## src/rtl/pipe_pkg.sv

```systemverilog
// rtl/pipe_pkg.sv - shared types and constants for the elastic pipeline stage registers
package pipe_pkg;

  // Encoding is {skid_valid, main_valid}; skid-without-main has no code and cannot be reached.
  typedef enum logic [1:0] {
    EMPTY = 2'b00,
    BUSY  = 2'b01,
    FULL  = 2'b11
  } state_e;

  localparam logic [31:0] NOP_WORD            = 32'h0000_0000;
  localparam int          STALL_CNT_W_DEFAULT = 16;

endpackage

```

## src/rtl/sat_counter.sv

```systemverilog
// rtl/sat_counter.sv - saturating up-counter with sync reset and increment enable
module sat_counter #(
  parameter int CNT_W = 16
) (
  input  logic             clk,
  input  logic             rst,
  input  logic             en_i,
  output logic [CNT_W-1:0] cnt_o
);

  logic [CNT_W-1:0] cnt_q;
  logic [CNT_W-1:0] cnt_d;

  always_comb begin
    cnt_d = cnt_q;
    if (en_i && (cnt_q != {CNT_W{1'b1}})) begin
      cnt_d = cnt_q + CNT_W'(1);
    end
  end

  always_ff @(posedge clk) begin
    if (rst) begin
      cnt_q <= '0;
    end else begin
      cnt_q <= cnt_d;
    end
  end

  assign cnt_o = cnt_q;

endmodule

```

## src/rtl/pipe_skid_reg.sv

```systemverilog
// rtl/pipe_skid_reg.sv - valid/ready pipeline stage with skid slot, flush-to-bubble and stall counter
module pipe_skid_reg
  import pipe_pkg::*;
#(
  parameter int               WIDTH      = 32,
  parameter logic [WIDTH-1:0] NOP_VAL    = WIDTH'(NOP_WORD),
  parameter int               FLUSH_ZERO = 1,
  parameter int               CNT_W      = STALL_CNT_W_DEFAULT
) (
  input  logic             clk,
  input  logic             rst,
  input  logic             flush,
  input  logic             in_valid,
  output logic             in_ready,
  input  logic [WIDTH-1:0] in_data,
  output logic             out_valid,
  input  logic             out_ready,
  output logic [WIDTH-1:0] out_data,
  output logic [CNT_W-1:0] stall_cnt
);

  state_e           state_q, state_d;
  logic [WIDTH-1:0] main_q, main_d;
  logic [WIDTH-1:0] skid_q, skid_d;
  logic             in_xfer;

  assign in_xfer = in_valid & in_ready;

  always_ff @(posedge clk) begin
    if (rst) begin
      state_q <= EMPTY;
      main_q  <= NOP_VAL;
      skid_q  <= NOP_VAL;
    end else begin
      state_q <= state_d;
      main_q  <= main_d;
      skid_q  <= skid_d;
    end
  end

  always_comb begin
    state_d = state_q;
    main_d  = main_q;
    skid_d  = skid_q;
    if (flush) begin
      state_d = EMPTY;
      if (FLUSH_ZERO != 0) begin
        main_d = NOP_VAL;
        skid_d = NOP_VAL;
      end
    end else begin
      case (state_q)
        EMPTY: begin
          if (in_xfer) begin
            state_d = BUSY;
            main_d  = in_data;
          end
        end
        BUSY: begin
          if (in_xfer && out_ready) begin
            main_d = in_data;
          end else if (in_xfer) begin
            state_d = FULL;
            skid_d  = in_data;
          end else if (out_ready) begin
            state_d = EMPTY;
          end
        end
        FULL: begin
          // in_ready is low here, so in_valid cannot sneak a third beat in.
          if (out_ready) begin
            state_d = BUSY;
            main_d  = skid_q;
          end
        end
        default: state_d = EMPTY;
      endcase
    end
  end

  // Pure decode of the state flops, so in_ready never sees out_ready combinationally.
  always_comb begin
    in_ready  = 1'b1;
    out_valid = 1'b0;
    case (state_q)
      BUSY: out_valid = 1'b1;
      FULL: begin
        in_ready  = 1'b0;
        out_valid = 1'b1;
      end
      default: ;
    endcase
  end

  assign out_data = main_q;

  sat_counter #(
    .CNT_W(CNT_W)
  ) u_stall_cnt (
    .clk  (clk),
    .rst  (rst),
    .en_i (out_valid & ~out_ready),
    .cnt_o(stall_cnt)
  );

endmodule
```

## config.mk

```make
export PLATFORM = sky130hd
export DESIGN_NAME = pipe_skid_reg
export DESIGN_NICKNAME = d
export VERILOG_FILES = /design/src/rtl/pipe_pkg.sv /design/src/rtl/sat_counter.sv /design/src/rtl/pipe_skid_reg.sv
export SDC_FILE = /design/constraint.sdc
export NUM_CORES = 1
export LEC_CHECK = 0
export CORE_ASPECT_RATIO = 1.75
export CORE_MARGIN = 8
export CORE_UTILIZATION = 54
export CTS_CLUSTER_DIAMETER = 50
export CTS_CLUSTER_SIZE = 14
export DETAILED_ROUTE_END_ITERATION = 10
export PLACE_DENSITY = 0.95
export SYNTH_ARGS = -nofsm -noshare
export SYNTH_HDL_FRONTEND = slang
export SYNTH_HIERARCHICAL = 1
export SYNTH_SLANG_ARGS = --single-unit
export TNS_END_PERCENT = 5
```

## constraint.sdc

```tcl
create_clock -name clk -period 4.6 [get_ports clk]
set_input_delay 0.46 -clock clk [delete_from_list [all_inputs] [get_ports clk]]
set_output_delay 0.46 -clock clk [all_outputs]
set_load 0.02 [all_outputs]
```

==> flow_summary.yaml <==
status:
  status: "finished clean"
drt:
  wl_per_cell_um: 18.4
  via_count: 3491
  drtIter0Drc: 244
  drc: 0
  routed_via_density: 6.09
  wirelength_um: 10500
  first_pass_iters: 5
  detail-route-antenna-nets: 0
placed_design:
  place_congestion: 0.893
  io_buffers: 86
  hpwlAfterDp_um: 7260
  post-place-ws_ns: 1.63
synthesis:
  syn_inst: 415
  synthTopCellsByArea: "dfxtp_1, mux2i_1, nand2_1"
  ys_warn_count: 6
  ys.flop_type: "dfxtp_1"
  ys_seq_elements: 82
  synth_top_area_frac: 0.443
  yosys-top-cells-count: "dfxtp_1, nand2_1, a21oi_1, nor3_1, mux2i_1"
  synth_edf_count: 0
  synth_area_leader_cell: "dfxtp_1"
  synth_seq_area_share: 0.443
  yosysMostFrequentCell: "dfxtp_1"
  syn_nets: 457
  avgSynthCellArea_um2: 8.93
  ys_types: 42
  synth_area_um2: 3700
  synthArstFlopShare: 0
final_layout:
  nFillCells: 456
  drive_gt1_frac: 0.0900
  nNetsFinal: 526
  area_growth_pct: 31.2
  n_antenna_cell: 0
setup_path:
  crit_path_max_fanout: 29
  worstSetupPathType: "flip-flop to flip-flop"
  setup.worst_path.end_class: "flip-flop"
  worstPathArrival_ns: 3.29
  crit_chain: "ha_2, buf_4, or2_2, nor2b_1, nand2_1, nor4bb_1, mux2_2"
  rr_startpoint: "state_q[1]$_SDFFE_PP0P_"
  slowest_delay_ns: 0.47
  worstRegToRegCells: 7
  startpoint_type: "flip-flop"
  r2r_end: "u_stall_cnt/cnt_o[11]$_SDFFE_PP0P_"
  required_ns: 4.82
  cp_slowest_cell: "buf_4"
  worst-r2r-setup-slack_ns: 1.53
floorplanning:
  io_pins: 87
  start_util: 0.548
  dieHeight_um: 126
  num_rows: 40
  dieWidth_um: 78.6
  coreArea_um2: 6760
  die_area_um2: 9870
global_routing:
  track_usage: 0.211
  grt-ovfl-total: 0
  grt_pass1_wl_um: 16700
  grt_max_degree: 45
  grt_pass1_vias: 3486
  grt_antenna_before_repair: 0
clock_tree:
  clk_latency_ns: 0.34
  clock_path_buffers: 2
  cts_sinks: 82
  cts_hold_buffers: 0
  path_clk_slew_ns: 0.06
  cts_root_buf: "clkbuf_16"
  post_cts_buffers: 0
  cts_buffers: 9
  h-tree-depth: 3
  cts_resized: 0
  cts_tree: "yes"
sta:
  fin_skew_ns: 0.00755
  fmax_mhz: 325
  worst_slew_pin_slew_ns: 0.843
  hold_viol_final: 0
  finalCritPeriodShare: 0.668
  slew_headroom: 0.434
  slew_violations: 0
  period_needed_ns: 3.07
  setup_ws_ns: 1.53
  rsz0062_at_grt: "no"
  setup_tns_ns: 0
  finalSetupViolCount: 0
power_and_ir_drop:
  power_density_nw_per_um2: 350
  ir_drop_mv: 0.310
  p_leak_nw: 1.56
job:
  cap_violations: 0
worst_hold_path:
  hold_path_end: "skid_q[30]$_SDFFE_PP0P_"
  hp-start: "skid_q[30]$_SDFFE_PP0P_"
  hold_class: "flip-flop to flip-flop"
  hold_path_depth: 2
## cell type report
type	instances	area (µm²)	area share
flip-flops and latches	82	1640	0.338
clock buffers	11	243	0.0499
repair buffers	92	906	0.186
inverters	6	22.5	0.00463
multi-input cells	293	1880	0.388
well taps	84	105	0.0216
clock inverters	5	60.1	0.0124
## per-stage QoR
step	cells	instance area, µm²	total power [W]	util	hold slack [ns]
after floorplan	415	3700	0.000893	-	0.436
after global placement	557	4560	0.000983	0.675	0.441
after detailed placement	557	4560	0.000991	0.675	0.446
after CTS	573	4860	0.00171	0.720	0.455
after global routing	573	4860	0.00175	0.720	0.469
final	573	4860	0.00170	0.720	0.453
## report_power, final
| part | internal (W) | switching (W) | total (W) |
|---|---|---|---|
| clock network | 0.000438 | 0.000284 | 0.000722 |
| registers | 0.000732 | 0.0000155 | 0.000748 |
| logic | 0.000101 | 0.000130 | 0.000231 |
| total | 0.00127 | 0.000429 | 0.00170 |
## cells in the final DEF (no fill, tap or decap), types with 2 or more instances in the layout
cell | Yosys | routed
and4_1 | 3 | 3
clkdlybuf4s50_1 | 0 | 86
or3_1 | 3 | 3
nor2_1 | 10 | 9
nand2_1 | 71 | 71
inv_1 | 6 | 6
inv_6 | 0 | 2
nand3_1 | 6 | 6
o21ai_0 | 4 | 4
mux2_2 | 2 | 2
buf_4 | 3 | 6
o31ai_1 | 6 | 6
a21oi_1 | 44 | 44
nor4_1 | 2 | 2
xnor2_1 | 2 | 2
nand4_1 | 3 | 3
clkbuf_16 | 0 | 9
ha_1 | 5 | 4
a211oi_2 | 10 | 10
dfxtp_1 | 82 | 82
nand3b_1 | 2 | 2
or2_2 | 3 | 3
nor3_1 | 37 | 37
or4_1 | 7 | 7
mux2i_1 | 33 | 33
a211oi_1 | 23 | 23
nor2b_1 | 3 | 3
## critical path: cells and delay by family (launching register included)
family | cells | cell delay (ns)
buffers and inverters | 1 | 0.47
and+or+nand+nor | 4 | 1.31
adders and majority gates | 1 | 0.41
muxes | 1 | 0.37
DFF | 1 | 0.39
## layer usage
metal,up-vias,part of all wire,GRT usage
met5,-,0,0
met4,0,0.048,0.141
met3,42,0.060,0.0452
met2,176,0.54,0.382
met1,1644,0.35,0.205
li1,1629,-,-
## registers in the layout (all words and copies together) (netlist names)
| signal | count |
|---|---|
| out_data | 32 |
| skid_q | 32 |
| u_stall_cnt/cnt_o | 16 |
| state_q | 2 |
## logic make-up after synthesis
group           count (synthesis)  share of synthesized area
buf+inv                        40                     0.0496
fa+ha+maj                       5                     0.0169
flops                          82                      0.443
simple gates                  159                      0.216
xor+xnor                        2                    0.00473
mux                            35                     0.0952
compound gates                 92                      0.174
## worst max path at each step
stage                             from                                 end  slack, ns  depth (start not counted)
4_1_cts        state_q[1]$_SDFFE_PP0P_  u_stall_cnt/cnt_o[11]$_SDFFE_PP0P_       1.55                          7
2_1_floorplan  state_q[1]$_SDFFE_PP0P_   u_stall_cnt/cnt_o[9]$_SDFFE_PP0P_       2.50                          8
6_report       state_q[1]$_SDFFE_PP0P_  u_stall_cnt/cnt_o[11]$_SDFFE_PP0P_       1.53                          7
3_5_place_dp   state_q[1]$_SDFFE_PP0P_  u_stall_cnt/cnt_o[11]$_SDFFE_PP0P_       1.63                          7
5_1_grt        state_q[1]$_SDFFE_PP0P_  u_stall_cnt/cnt_o[11]$_SDFFE_PP0P_       1.35                          7
3_3_place_gp   state_q[1]$_SDFFE_PP0P_  u_stall_cnt/cnt_o[11]$_SDFFE_PP0P_       1.79                          7
Note: power is estimated with default switching activity, not from simulation.
